$ cat config.mk
export PLATFORM = sky130hd
export DESIGN_NAME = prbs_sched
export DESIGN_NICKNAME = d
export VERILOG_FILES = /design/src/rtl/prbs_sched.sv
export SDC_FILE = /design/constraint.sdc
export NUM_CORES = 1
export LEC_CHECK = 0
export BUFFER_PORTS_ARGS = -buffer_cell sky130_fd_sc_hd__buf_2
export CAP_MARGIN = 25
export CORE_UTILIZATION = 40
export DETAILED_ROUTE_END_ITERATION = 8
export SLEW_MARGIN = 0
export SYNTH_ARGS = -nofsm -noshare
export SYNTH_HDL_FRONTEND = slang
export SYNTH_SLANG_ARGS = --single-unit
$ cat constraint.sdc
create_clock -name clk -period 2.1 [get_ports clk]
set_input_delay 0.315 -clock clk [delete_from_list [all_inputs] [get_ports clk]]
set_output_delay 0.315 -clock clk [all_outputs]
set_load 0.01 [all_outputs]
$ cat src/rtl/prbs_sched.sv
// Strobe scheduler for a pair of I/Q prbs9 generators: it reloads the seeds, then
// issues advance strobes every P cycles, either continuously or for a fixed-length burst.
module prbs_sched #(
    parameter int DIV_W = 4,
    parameter int CNT_W = 16
) (
    input  logic             clk,
    input  logic             rst,
    input  logic             i_start,
    input  logic             i_stop,
    input  logic             i_mode,
    input  logic [DIV_W-1:0] i_os_div,
    input  logic [CNT_W-1:0] i_burst_len,
    output logic             o_prbs_en,
    output logic             o_prbs_reload,
    output logic             o_busy,
    output logic             o_done,
    output logic [CNT_W-1:0] o_sym_count
);

    typedef enum logic [1:0] {
        IDLE,
        LOAD,
        RUN,
        DONE
    } state_t;

    state_t           state;
    state_t           state_nxt;
    logic [DIV_W-1:0] div_q;
    logic [CNT_W-1:0] sym_count;
    logic             cfg_mode;
    logic [DIV_W-1:0] cfg_div;
    logic [CNT_W-1:0] cfg_len;

    logic             strobe;
    logic             last_sym;
    logic             accept_start;
    logic [CNT_W-1:0] sym_count_inc;

    assign sym_count_inc = sym_count + CNT_W'(1);

    // An abort sampled in this cycle suppresses the strobe, so no symbol leaks out.
    assign strobe       = (state == RUN) && (div_q == cfg_div) && !i_stop;
    assign last_sym     = cfg_mode && (sym_count_inc == cfg_len);
    assign accept_start = (state == IDLE) && i_start && !i_stop;

    // NOTE: every variable assigned here gets a default first, so no path can
    // leave it unassigned and infer a latch.
    always_comb begin
        state_nxt = state;
        case (state)
            IDLE: if (accept_start) state_nxt = LOAD;
            LOAD: begin
                if (i_stop)                        state_nxt = IDLE;
                else if (cfg_mode && cfg_len == '0) state_nxt = DONE;
                else                               state_nxt = RUN;
            end
            RUN: begin
                if (i_stop)                 state_nxt = IDLE;
                else if (strobe && last_sym) state_nxt = DONE;
            end
            DONE:    state_nxt = IDLE;
            default: state_nxt = IDLE;
        endcase
    end

    // NOTE: sequential state uses non-blocking assignments so every register
    // samples the pre-edge values regardless of statement order.
    always_ff @(posedge clk or posedge rst) begin
        if (rst) begin
            state     <= IDLE;
            div_q     <= '0;
            sym_count <= '0;
            cfg_mode  <= 1'b0;
            cfg_div   <= '0;
            cfg_len   <= '0;
        end else begin
            state <= state_nxt;
            if (accept_start) begin
                // Config is frozen here; counters clear so LOAD already reports zero.
                cfg_mode  <= i_mode;
                cfg_div   <= i_os_div;
                cfg_len   <= i_burst_len;
                div_q     <= '0;
                sym_count <= '0;
            end else if (state == RUN) begin
                div_q <= (div_q == cfg_div) ? '0 : div_q + DIV_W'(1);
                if (strobe) sym_count <= sym_count_inc;
            end
        end
    end

    assign o_prbs_en     = strobe;
    assign o_prbs_reload = (state == LOAD);
    assign o_busy        = (state != IDLE);
    assign o_done        = (state == DONE);
    assign o_sym_count   = sym_count;

endmodule

# [After elaboration in Yosys (flattened, before gate mapping)]
# Index checks and enable logic that the tools add are counted.
[classes] n_addsub=2 n_reduce_logical=15 n_mux=12 n_eq_ne=7
[op_table] operator="$mux 16" count=3
[op_table] operator="$add 16x1->16 const B" count=1
[op_table] operator="$eq 16x16->1" count=1
[op_table] operator="$logic_not 16->1" count=1
[op_table] operator="$mux 4" count=3
[op_table] operator="$mux 2" count=4
[op_table] operator="$pmux 2 s4" count=1
[op_table] operator="$logic_and 1x1->1" count=7
[op_table] operator="$reduce_bool 2->1" count=3
[op_table] operator="$add 4x1->4 const B" count=1
[op_table] operator="$eq 2x2->1 const B" count=2
[op_table] operator="$eq 4x4->1" count=1
[op_table] operator="$reduce_and 2->1" count=2
[op_table] operator="$ne 3x2->1 const B" count=1
[op_table] operator="$eq 2x1->1 const B" count=1
[op_table] operator="$logic_not 2->1" count=1
[op_table] operator="$ne 2x2->1 const B" count=1
[op_table] operator="$logic_not 1->1" count=1
[op_table] operator="$mux 1" count=1
[word_totals] wordCells=42 output_inout_bits=20 reg_bits=43 in_bits=25

# [Depth between registers and ports, before layout]
# Gate-level depths: netlist of the first run.
[depth] word_depth=7 depth_mapped=8 depth_no_buf=7

# [Worst setup path after synthesis of the first run]
# Ideal clock, no wire load.
[synth_path] kind="register to register" start="register sym_count[0], in the netlist o_sym_count[0]" end="register state[0]" setup_slack_ns=0.109 setup_ns=0.095 arrival_ns=1.895 path_stages_with_launch=9 required_time_ns=2.005 synth_period_minus_slack_ns=1.991 path_buffers=1 path_cell_list="dfrtp_1 > ha_1 > and3_1 > buf_6 > nand3_4 > or3_4 > xnor2_2 > o2111ai_1 > o31ai_1"
[synth_via] elab_chain_len=6
[synth_lines] item="start: declaration" line_no="31" rtl="logic [CNT_W-1:0] sym_count;"
[synth_lines] item="start signal: assignment" line_no="89" rtl="if (strobe) sym_count <= sym_count_inc;"
[synth_lines] item="$add 16x1->16" line_no="41" rtl="assign sym_count_inc = sym_count + CNT_W'(1);"
[synth_lines] item="$eq 16x16->1" line_no="45" rtl="assign last_sym = cfg_mode && (sym_count_inc == cfg_len);"
[synth_lines] item="$logic_and 1x1->1" line_no="45"
[synth_lines] item="$logic_and 1x1->1" line_no="61" rtl="else if (strobe && last_sym) state_nxt = DONE;"
[synth_lines] item="$ne 3x2->1 (no line)"
[synth_lines] item="$reduce_and 2->1 (no line)"
[synth_lines] item="end signal: assignment" line_no="79" rtl="state <= state_nxt;"
[synth_lines] item="end: declaration" line_no="28" rtl="state_t state;"
# No other way between the ends.
# A chain may end at the register's enable or synchronous reset.

# [Worst setup path after layout of the first run]
[layout_path] start="register div_q[1]" end="output port o_prbs_en"
[layout_via] elab_chain_len=3
[layout_lines] item="start: declaration" line_no="30" rtl="logic [DIV_W-1:0] div_q;"
[layout_lines] item="start signal: assignment" line_no="88" rtl="div_q <= (div_q == cfg_div) ? '0 : div_q + DIV_W'(1);"
[layout_lines] item="$eq 4x4->1" line_no="44" rtl="assign strobe = (state == RUN) && (div_q == cfg_div) && !i_stop;"
[layout_lines] item="$logic_and 1x1->1 (2 in a row)" line_no="44"
[layout_lines] item="end: declaration" line_no="14" rtl="output logic o_prbs_en,"
# No other way between the ends.

==> flow_metrics.env, run 1 <==
export IMPL_run_status="completed"
export IMPL_yosys_register_bits=43
export IMPL_slew_viol_final=0
export IMPL_yosysTopAreaCell="dfrtp_1"
export IMPL_critPathMaxFanout=7
export IMPL_cts_tree="built"
export IMPL_drv_cap=0
export IMPL_wire_per_inst_um=15.9
export IMPL_rr_endpoint="state[0]"
export IMPL_drive_above_1_share=0.338
export IMPL_grt_pass1_vias=1873
export IMPL_r2r_setup_slack_ps=80
export IMPL_worst_pin_slew_ps=548
export IMPL_cp_data_arrival_time_ps=1710
export IMPL_via_count=2010
export IMPL_ys_types=52
export IMPL_crit_end="o_prbs_en"
export IMPL_ys_seq_area_frac=0.432
export IMPL_critPathCaptureType="primary output"
export IMPL_die_y_um=81.0
export IMPL_reg2reg_depth=7
export IMPL_clock_sinks=43
export IMPL_power_density_nw_per_um2=723
export IMPL_die_x_um=81.0
export IMPL_row_count=28
export IMPL_fin_crit_sh=0.966
export IMPL_wirelength_um=5920
export IMPL_clockBufferDepth=2
export IMPL_final_cell_mix="buf_2 (44), dfrtp_1 (42), o21ai_0 (24)"
export IMPL_seq_area_um2=1080
export IMPL_hp_class="in2async"
export IMPL_post_place_ws_ps=69.0
export IMPL_drtIter0Drc=94
export IMPL_nNetsFinal=323
export IMPL_total_power_uw=2120
export IMPL_hold_viol=0
export IMPL_synth_edff_count=0
export IMPL_startpoint="div_q[1]"
export IMPL_grt_first_pass_wirelength_um=9540
export IMPL_drcViolationCount=0
export IMPL_cts_root_buf="clkbuf_8"
export IMPL_cts_htree_levels=2
export IMPL_clkSlewWorstSetupHoldPaths_ps=80
export IMPL_synth_top_area_frac=0.432
export IMPL_dpl_cell_area_um2=2820
export IMPL_core_um2=5960
export IMPL_postSynthNetCount=271
export IMPL_gp_congestion=0.823
export IMPL_finClkSkew_ps=8.81
export IMPL_post_cts_buffers=0
export IMPL_clk_latency_ps=300
export IMPL_grt_total_usage=0.193
export IMPL_die_area_um2=6550
export IMPL_ys_warn_count=0
export IMPL_grt_overflow_total=0
export IMPL_layout_commonest_cell="buf_2"
export IMPL_fmax_ghz=0.493
export IMPL_start_util=0.419
export IMPL_design_area_um2=2940
export IMPL_multi_input_area_um2=1320
export IMPL_ioPinCount=45
export IMPL_cp_start_kind="flip-flop"
export IMPL_dpl_hpwl_um=4310
export IMPL_synthesis_instances=244
export IMPL_netlist_area_um2=2490
export IMPL_antenna_left=0
export IMPL_min_period_ps=2030
export IMPL_cts_resized=0
export IMPL_async_flop_share=1.00
export IMPL_required_ps=1780
export IMPL_first_pass_iters=4
export IMPL_viasPerCell=5.42
export IMPL_syn_to_final_growth_pct=17.9
export IMPL_cts_buffers=5
export IMPL_synthFlopType="dfrtp_1"
export IMPL_diodes=0
export IMPL_syn_area_per_cell_um2=10.2
export IMPL_hold_buffers=0
export IMPL_antenna_found_initial=0
export IMPL_setup_ws_ps=72.0
export IMPL_setup_viol=0
export IMPL_peakVddDrop_mv=0.632
export IMPL_r2r_start="o_sym_count[1]"
export IMPL_grt_max_degree=44
export IMPL_io_buffers=44
export IMPL_power_leakage_uw=0.00135
export IMPL_critical_path_class="reg2out"
export IMPL_synth_area_leaders="dfrtp_1 (43%), mux2_2 (9.0%), xor2_1 (6.0%)"
export IMPL_setup_tns_ps=0
export IMPL_relSlewSlack=0.634
export IMPL_nFillCells=569
## final cells by class
cell class / instances / area share
Timing Repair Buffer: 57 / 0.108
Sequential cell: 43 / 0.366
Tap cell: 75 / 0.0319
Clock inverter: 2 / 0.0128
Clock buffer: 5 / 0.0234
Inverter: 6 / 0.00766
Multi-Input combinational cell: 183 / 0.450
## kinds of logic after synthesis
| logic type | Yosys count | synth area share |
|---|---|---|
| adders and majority gates | 2 | 0.0100 |
| muxes | 20 | 0.0903 |
| AOI/OAI and AO/OA | 52 | 0.129 |
| and+or+nand+nor | 81 | 0.192 |
| xor gates and xnor gates | 28 | 0.101 |
| DFF | 43 | 0.432 |
| buffers and inverters | 18 | 0.0457 |
## synthesized netlist by cell type (2+ instances only)
library cell  instances
nand4_1               7
and2_2                2
nor4b_1               2
buf_6                 2
and3_1                5
buf_2                 4
and2_1                2
xor2_1               17
inv_1                 5
o31ai_1              11
nand2b_1              7
nor3_1                4
xnor2_1              10
mux2_2               20
and4_1                2
buf_4                 2
ha_1                  2
nor4_1                3
nand2_1              17
o22ai_1               3
a31oi_1               2
nor2_1               12
a21oi_1               4
nand3_1               6
dfrtp_1              43
o21ai_0              24
## sequential cells by signal, indices dropped and copies added (netlist names)
signal / count
cfg_len: 16
o_sym_count: 16
cfg_div: 4
div_q: 4
state: 2
cfg_mode: 1
## worst min-delay path by stage
stage / from / endpoint / cells past startpoint
3_5_place_dp: rst / cfg_div[1] / 3
3_3_place_gp: rst / div_q[2] / 3
6_report: rst / cfg_div[1] / 3
5_1_grt: rst / cfg_mode / 3
2_1_floorplan: i_stop / state[1] / 1
4_1_cts: rst / div_q[3] / 3
## routing by layer
metal	GRT usage	share of wire
met4	0.0500	0.010
met5	0	0
met2	0.307	0.47
met3	0.0438	0.049
met1	0.265	0.47
## report_power, final
part	switching [uW]	internal (uW)	total (uW)
logic	208	230	438
clock network	292	348	639
registers	113	934	1050
total	613	1510	2120
## through the flow
step                cells  utilization  hold WS (ps)
global placement      364        0.473           492
CTS                   371        0.491           162
floorplan             244            -           378
finish                371        0.494           144
global route          371        0.494           220
detailed placement    364        0.473           489
## worst max-delay path, stage by stage, from the launching register on
cell,delay [ps]
dfrtp_1,430
xor2_1,190
nor4_4,300
nand2_1,120
inv_2,70
buf_4,160
buf_2,150
No activity file was read; power rests on OpenSTA's default activity.
==> inputs of run 2 (changes only) <==
Clock period 2.1 ns to 2.6 ns, I/O delays scaled along.
==> flow_metrics.env, run 2 (synthesis results as in run 1) <==
export IMPL_nNetsFinal=315
export IMPL_critPathCaptureType="flip-flop"
export IMPL_diodes=0
export IMPL_grt_use_met1=0.265
export IMPL_rsz0062_at_grt="no"
export IMPL_clkSlewWorstSetupHoldPaths_ps=90
export IMPL_first_pass_iters=4
export IMPL_die_y_um=81.0
export IMPL_slew_viol_final=0
export IMPL_p_comb_frac=0.210
export IMPL_cp_data_arrival_time_ps=2410
export IMPL_via_count=2037
export IMPL_r2r_setup_slack_ps=400
export IMPL_setup_tns_ps=0
export IMPL_r2r_start="o_sym_count[0]"
export IMPL_antenna_found_initial=0
export IMPL_drive_above_1_share=0.304
export IMPL_dpl_hpwl_um=4130
export IMPL_wire_per_inst_um=15.6
export IMPL_layout_commonest_cell="buf_2"
export IMPL_post_cts_buffers=0
export IMPL_io_buffers=44
export IMPL_critical_path_class="reg2reg"
export IMPL_grtUsageMet3=0.0449
export IMPL_critPathMaxFanout=7
export IMPL_final_cell_mix="buf_2 (44), dfrtp_1 (43), o21ai_0 (24)"
export IMPL_dpl_cell_area_um2=2760
export IMPL_power_leakage_uw=0.00129
export IMPL_cts_root_buf="clkbuf_8"
export IMPL_power_density_nw_per_um2=567
export IMPL_gp_congestion=0.840
export IMPL_p_clk_frac=0.266
export IMPL_run_status="completed"
export IMPL_clk_latency_ps=300
export IMPL_grt_pass1_vias=1963
export IMPL_viasPerCell=5.60
export IMPL_relSlewSlack=0.414
export IMPL_row_count=28
export IMPL_hold_buffers=0
export IMPL_power_switching_uw=490
export IMPL_cts_resized=0
export IMPL_min_period_ps=2200
export IMPL_hold_viol=0
export IMPL_die_area_um2=6550
export IMPL_peakVddDrop_mv=0.285
export IMPL_clockBufferDepth=2
export IMPL_p_sw_frac=0.304
export IMPL_cts_buffers=5
export IMPL_slowest_stage="dfrtp_1"
export IMPL_setup_viol=0
export IMPL_antenna_left=0
export IMPL_cts_tree="built"
export IMPL_grt_overflow_total=0
export IMPL_cp_start_kind="flip-flop"
export IMPL_finClkSkew_ps=7.30
export IMPL_syn_to_final_growth_pct=14.0
export IMPL_clock_sinks=43
export IMPL_ioPinCount=45
export IMPL_reg2reg_depth=7
export IMPL_wirelength_um=5670
export IMPL_crit_chain="ha_1, and3_1, nand3_1, xnor2_1, nor4_1, nand4_1, o31ai_1"
export IMPL_stdcell_count=364
export IMPL_core_um2=5960
export IMPL_grt_total_usage=0.196
export IMPL_fmax_ghz=0.455
export IMPL_met2_usage=0.302
export IMPL_cts_htree_levels=2
export IMPL_fin_crit_sh=0.845
export IMPL_nFillCells=604
export IMPL_pwr_share_seq=0.524
export IMPL_required_ps=2810
export IMPL_grt_max_degree=44
export IMPL_drcViolationCount=0
export IMPL_drtIter0Drc=158
export IMPL_worst_pin_slew_ps=876
export IMPL_grt_first_pass_wirelength_um=9680
export IMPL_hp_class="in2async"
export IMPL_startpoint="o_sym_count[0]"
export IMPL_dpl_cell_count=356
export IMPL_busiest_layer="met2"
export IMPL_die_x_um=81.0
export IMPL_drv_cap=0
export IMPL_max_stage_delay_ps=450
export IMPL_internal_power_uw=1120
export IMPL_start_util=0.419
export IMPL_design_area_um2=2840
==> run 2: cell types whose count changed in the layout (fill, tap and decap cells not counted) <==
| cell | previous run | this run |
|---|---|---|
| clkinv_2 | 0 | 1 |
| bufinv_16 | 1 | 0 |
| and3_1 | 4 | 5 |
| nor4_2 | 1 | 0 |
| buf_4 | 13 | 5 |
| a221oi_1 | 0 | 1 |
| nor4_1 | 2 | 3 |
| and3_2 | 2 | 1 |
| clkbuf_1 | 0 | 1 |
| dfrtp_2 | 1 | 0 |
| a221oi_2 | 1 | 0 |
| dfrtp_1 | 42 | 43 |
==> run 2: power by group through the flow <==
stage               clock [uW]  combinational [uW]  sequential, uW
floorplan                    0                 263             831
global placement             0                 334             859
detailed placement           0                 342             861
CTS                        438                 344             847
global route               468                 380             862
finish                     428                 339             845
==> run 2: layout make-up <==
class / instances / area [um2] / area share
inverters: 6 / 22.5 / 0.00792
clock inverters: 2 / 12.5 / 0.00440
repair buffers: 49 / 258 / 0.0906
multi-input cells: 183 / 1310 / 0.460
well taps: 75 / 93.8 / 0.0330
flip-flops and latches: 43 / 1080 / 0.378
clock buffers: 6 / 72.6 / 0.0255
==> run 2: per-layer routing <==
metal / vias up / share of wire
met5: - / 0
met4: 0 / 0.021
met3: 12 / 0.048
met2: 50 / 0.46
met1: 1008 / 0.47
li1: 967 / -
==> run 2: worst max-delay path, delay by kind of cell (launching register included) <==
| family | cells | cell delay, ps |
|---|---|---|
| xor+xnor | 1 | 160 |
| compound gates | 1 | 210 |
| flops | 1 | 450 |
| simple gates | 4 | 1000 |
| fa+ha+maj | 1 | 290 |
==> run 2: final timing paths <==
check	to
worst max-delay path	state[0]
worst min-delay path	div_q[0]
worst max register to register	state[0]
worst min register to register	div_q[3]
max in group asynchronous	o_sym_count[10]
min in group clk	cfg_len[12]
==> run 2: stage by stage <==
stage / worst slack, ps / hold WS, ps / util / total power (uW)
detailed placement: 407 / 505 / 0.463 / 1200
global route: 185 / 280 / 0.478 / 1710
finish: 402 / 208 / 0.478 / 1610
global placement: 471 / 496 / 0.463 / 1190
CTS: 389 / 230 / 0.478 / 1630
floorplan: 609 / 453 / - / 1090
==> inputs of run 3 (changes only) <==
Settings changed: ABC_AREA set to 1.
Clock period 2.6 ns to 1.9 ns, I/O delays scaled along.
==> flow_metrics.env, run 3 <==
export IMPL_run_status="completed"
export IMPL_critical_path_class="reg2out"
export IMPL_ioPinCount=45
export IMPL_cts_buffers=5
export IMPL_row_count=28
export IMPL_cts_htree_levels=2
export IMPL_clockBufferDepth=2
export IMPL_first_pass_iters=4
export IMPL_required_ps=1620
export IMPL_fin_crit_sh=0.933
export IMPL_synth_top_area_frac=0.416
export IMPL_critPathMaxFanout=5
export IMPL_die_y_um=82.4
export IMPL_antenna_found_initial=0
export IMPL_cts_root_buf="clkbuf_8"
export IMPL_grt_max_degree=44
export IMPL_relSlewSlack=0.630
export IMPL_final_cell_mix="nand2_1 (82), buf_2 (44), nand3_1 (43)"
export IMPL_internal_power_uw=1780
export IMPL_drtIter0Drc=160
export IMPL_synthFlopType="dfrtp_1"
export IMPL_fin_hold_ws_ps=104
export IMPL_syn_to_final_growth_pct=22.5
export IMPL_antenna_left=0
export IMPL_critPathCaptureType="primary output"
export IMPL_drive_above_1_share=0.270
export IMPL_post_place_ws_ps=97.5
export IMPL_cts_tree="built"
export IMPL_finClkSkew_ps=6.11
export IMPL_ys_types=29
export IMPL_power_switching_uw=817
export IMPL_die_x_um=82.4
export IMPL_hp_class="in2async"
export IMPL_grt_pass1_vias=2287
export IMPL_layout_commonest_cell="nand2_1"
export IMPL_core_um2=6060
export IMPL_hold_viol=0
export IMPL_io_buffers=44
export IMPL_worst_pin_slew_ps=549
export IMPL_synthTopCellsByCount="nand2_1 (83), nand3_1 (44), dfrtp_1 (43), inv_1 (42), nor2_1 (30)"
export IMPL_viasPerCell=5.17
export IMPL_start_util=0.427
export IMPL_synth_edff_count=0
export IMPL_syn_area_per_cell_um2=7.47
export IMPL_fmax_ghz=0.564
export IMPL_wirelength_um=6350
export IMPL_grt_total_usage=0.210
export IMPL_cp_data_arrival_time_ps=1490
export IMPL_grt_first_pass_wirelength_um=10600
export IMPL_rsz0062_at_grt="yes"
export IMPL_via_count=2499
export IMPL_dpl_hpwl_um=4780
export IMPL_die_area_um2=6790
export IMPL_hold_buffers=0
export IMPL_power_density_nw_per_um2=819
export IMPL_yosys_register_bits=43
export IMPL_peakVddDrop_mv=0.430
export IMPL_clk_latency_ps=300
export IMPL_nNetsFinal=434
export IMPL_postSynthNetCount=373
export IMPL_power_leakage_uw=0.00155
export IMPL_pwr_share_seq=0.470
export IMPL_ys_seq_area_frac=0.416
export IMPL_total_power_uw=2600
export IMPL_min_period_ps=1770
export IMPL_setup_ws_ps=128
export IMPL_grt_overflow_total=0
export IMPL_gp_congestion=0.845
export IMPL_p_clk_frac=0.288
export IMPL_drv_cap=0
export IMPL_synthesis_instances=346
export IMPL_diodes=0
export IMPL_clkSlewWorstSetupHoldPaths_ps=80
export IMPL_netlist_area_um2=2590
export IMPL_drcViolationCount=0
export IMPL_cp_start_kind="flip-flop"
export IMPL_p_sw_frac=0.315
export IMPL_async_flop_share=1.00
export IMPL_slew_viol_final=0
export IMPL_yosysTopAreaCell="dfrtp_1"
export IMPL_clock_sinks=43
export IMPL_synth_area_leaders="dfrtp_1 (42%), nand2_1 (12%), nand3_1 (8.5%)"
export IMPL_setup_viol=0
export IMPL_wire_per_inst_um=13.1
export IMPL_synth_most_common_cell="nand2_1"
export IMPL_ys_warn_count=0
export IMPL_nFillCells=607
export IMPL_p_comb_frac=0.241
-- run 3: through the flow --
step,util,cell area [um2],TNS (ps),instances
floorplan,-,2590,0,346
global placement,0.485,2940,0,466
detailed placement,0.485,2940,0,466
CTS,0.506,3070,0,475
global route,0.523,3170,-43.4,483
finish,0.523,3170,0,483
-- run 3: power groups by stage --
| stage | registers, uW | clock network, uW | logic, uW |
|---|---|---|---|
| 2_1_floorplan | 1190 | 0 | 434 |
| 3_3_place_gp | 1250 | 0 | 568 |
| 3_5_place_dp | 1250 | 0 | 573 |
| 4_1_cts | 1220 | 769 | 602 |
| 5_1_grt | 1250 | 806 | 721 |
| 6_report | 1220 | 749 | 626 |
-- run 3: area by class of cell --
cell class | instances | area [um2] | area share
Sequential cell | 43 | 1080 | 0.341
Timing Repair Buffer | 61 | 364 | 0.115
Clock buffer | 6 | 82.6 | 0.0261
Tap cell | 75 | 93.8 | 0.0296
Clock inverter | 2 | 35.0 | 0.0111
Multi-Input combinational cell | 251 | 1340 | 0.424
Inverter | 45 | 169 | 0.0533
-- run 3: critical path, cell delays in order (launching register included) --
cell     delay (ps)
dfrtp_1         430
nand2_1          90
nand2_1          60
nor2_2          110
nand2_2         110
nor2_4          150
buf_6           130
buf_2           120
-- run 3: repair_timing --
action / 4_1_cts / 5_1_grt
gates resized for setup: 2 / 13
endpoints found under the setup margin: 1 / 2
cloned: 0 / 0
buffers inserted: 1 / 8
pin swaps: 0 / 4
-- run 3: kinds of logic (layout without fill, tap and decap cells) --
kind of cell,after synthesis,count (layout),synth area share
compound gates,41,41,0.0847
buf+inv,52,114,0.0793
simple gates,197,197,0.365
mux,8,8,0.0348
xor+xnor,3,3,0.0102
fa+ha+maj,2,2,0.00967
flops,43,43,0.416
-- run 3: worst paths after layout --
kind | startpoint | end | slack (ps) | cells after the start
max in group asynchronous | rst | o_sym_count[2] | 1380 | 3
min in group clk | i_stop | state[1] | 150 | 2
worst min register to register | cfg_div[2] | cfg_div[2] | 540 | 2
worst min-delay path | rst | cfg_div[0] | 100 | 3
worst max register to register | o_sym_count[8] | state[0] | 180 | 10
worst max-delay path | div_q[1] | o_prbs_en | 130 | 7
-- run 3: layer usage --
layer,part of all wire,global-route usage,vias up
met1,0.48,0.287,1158
met2,0.45,0.332,75
met4,0.014,0.0614,0
met3,0.057,0.0451,9
met5,0,0,-
li1,-,-,1257
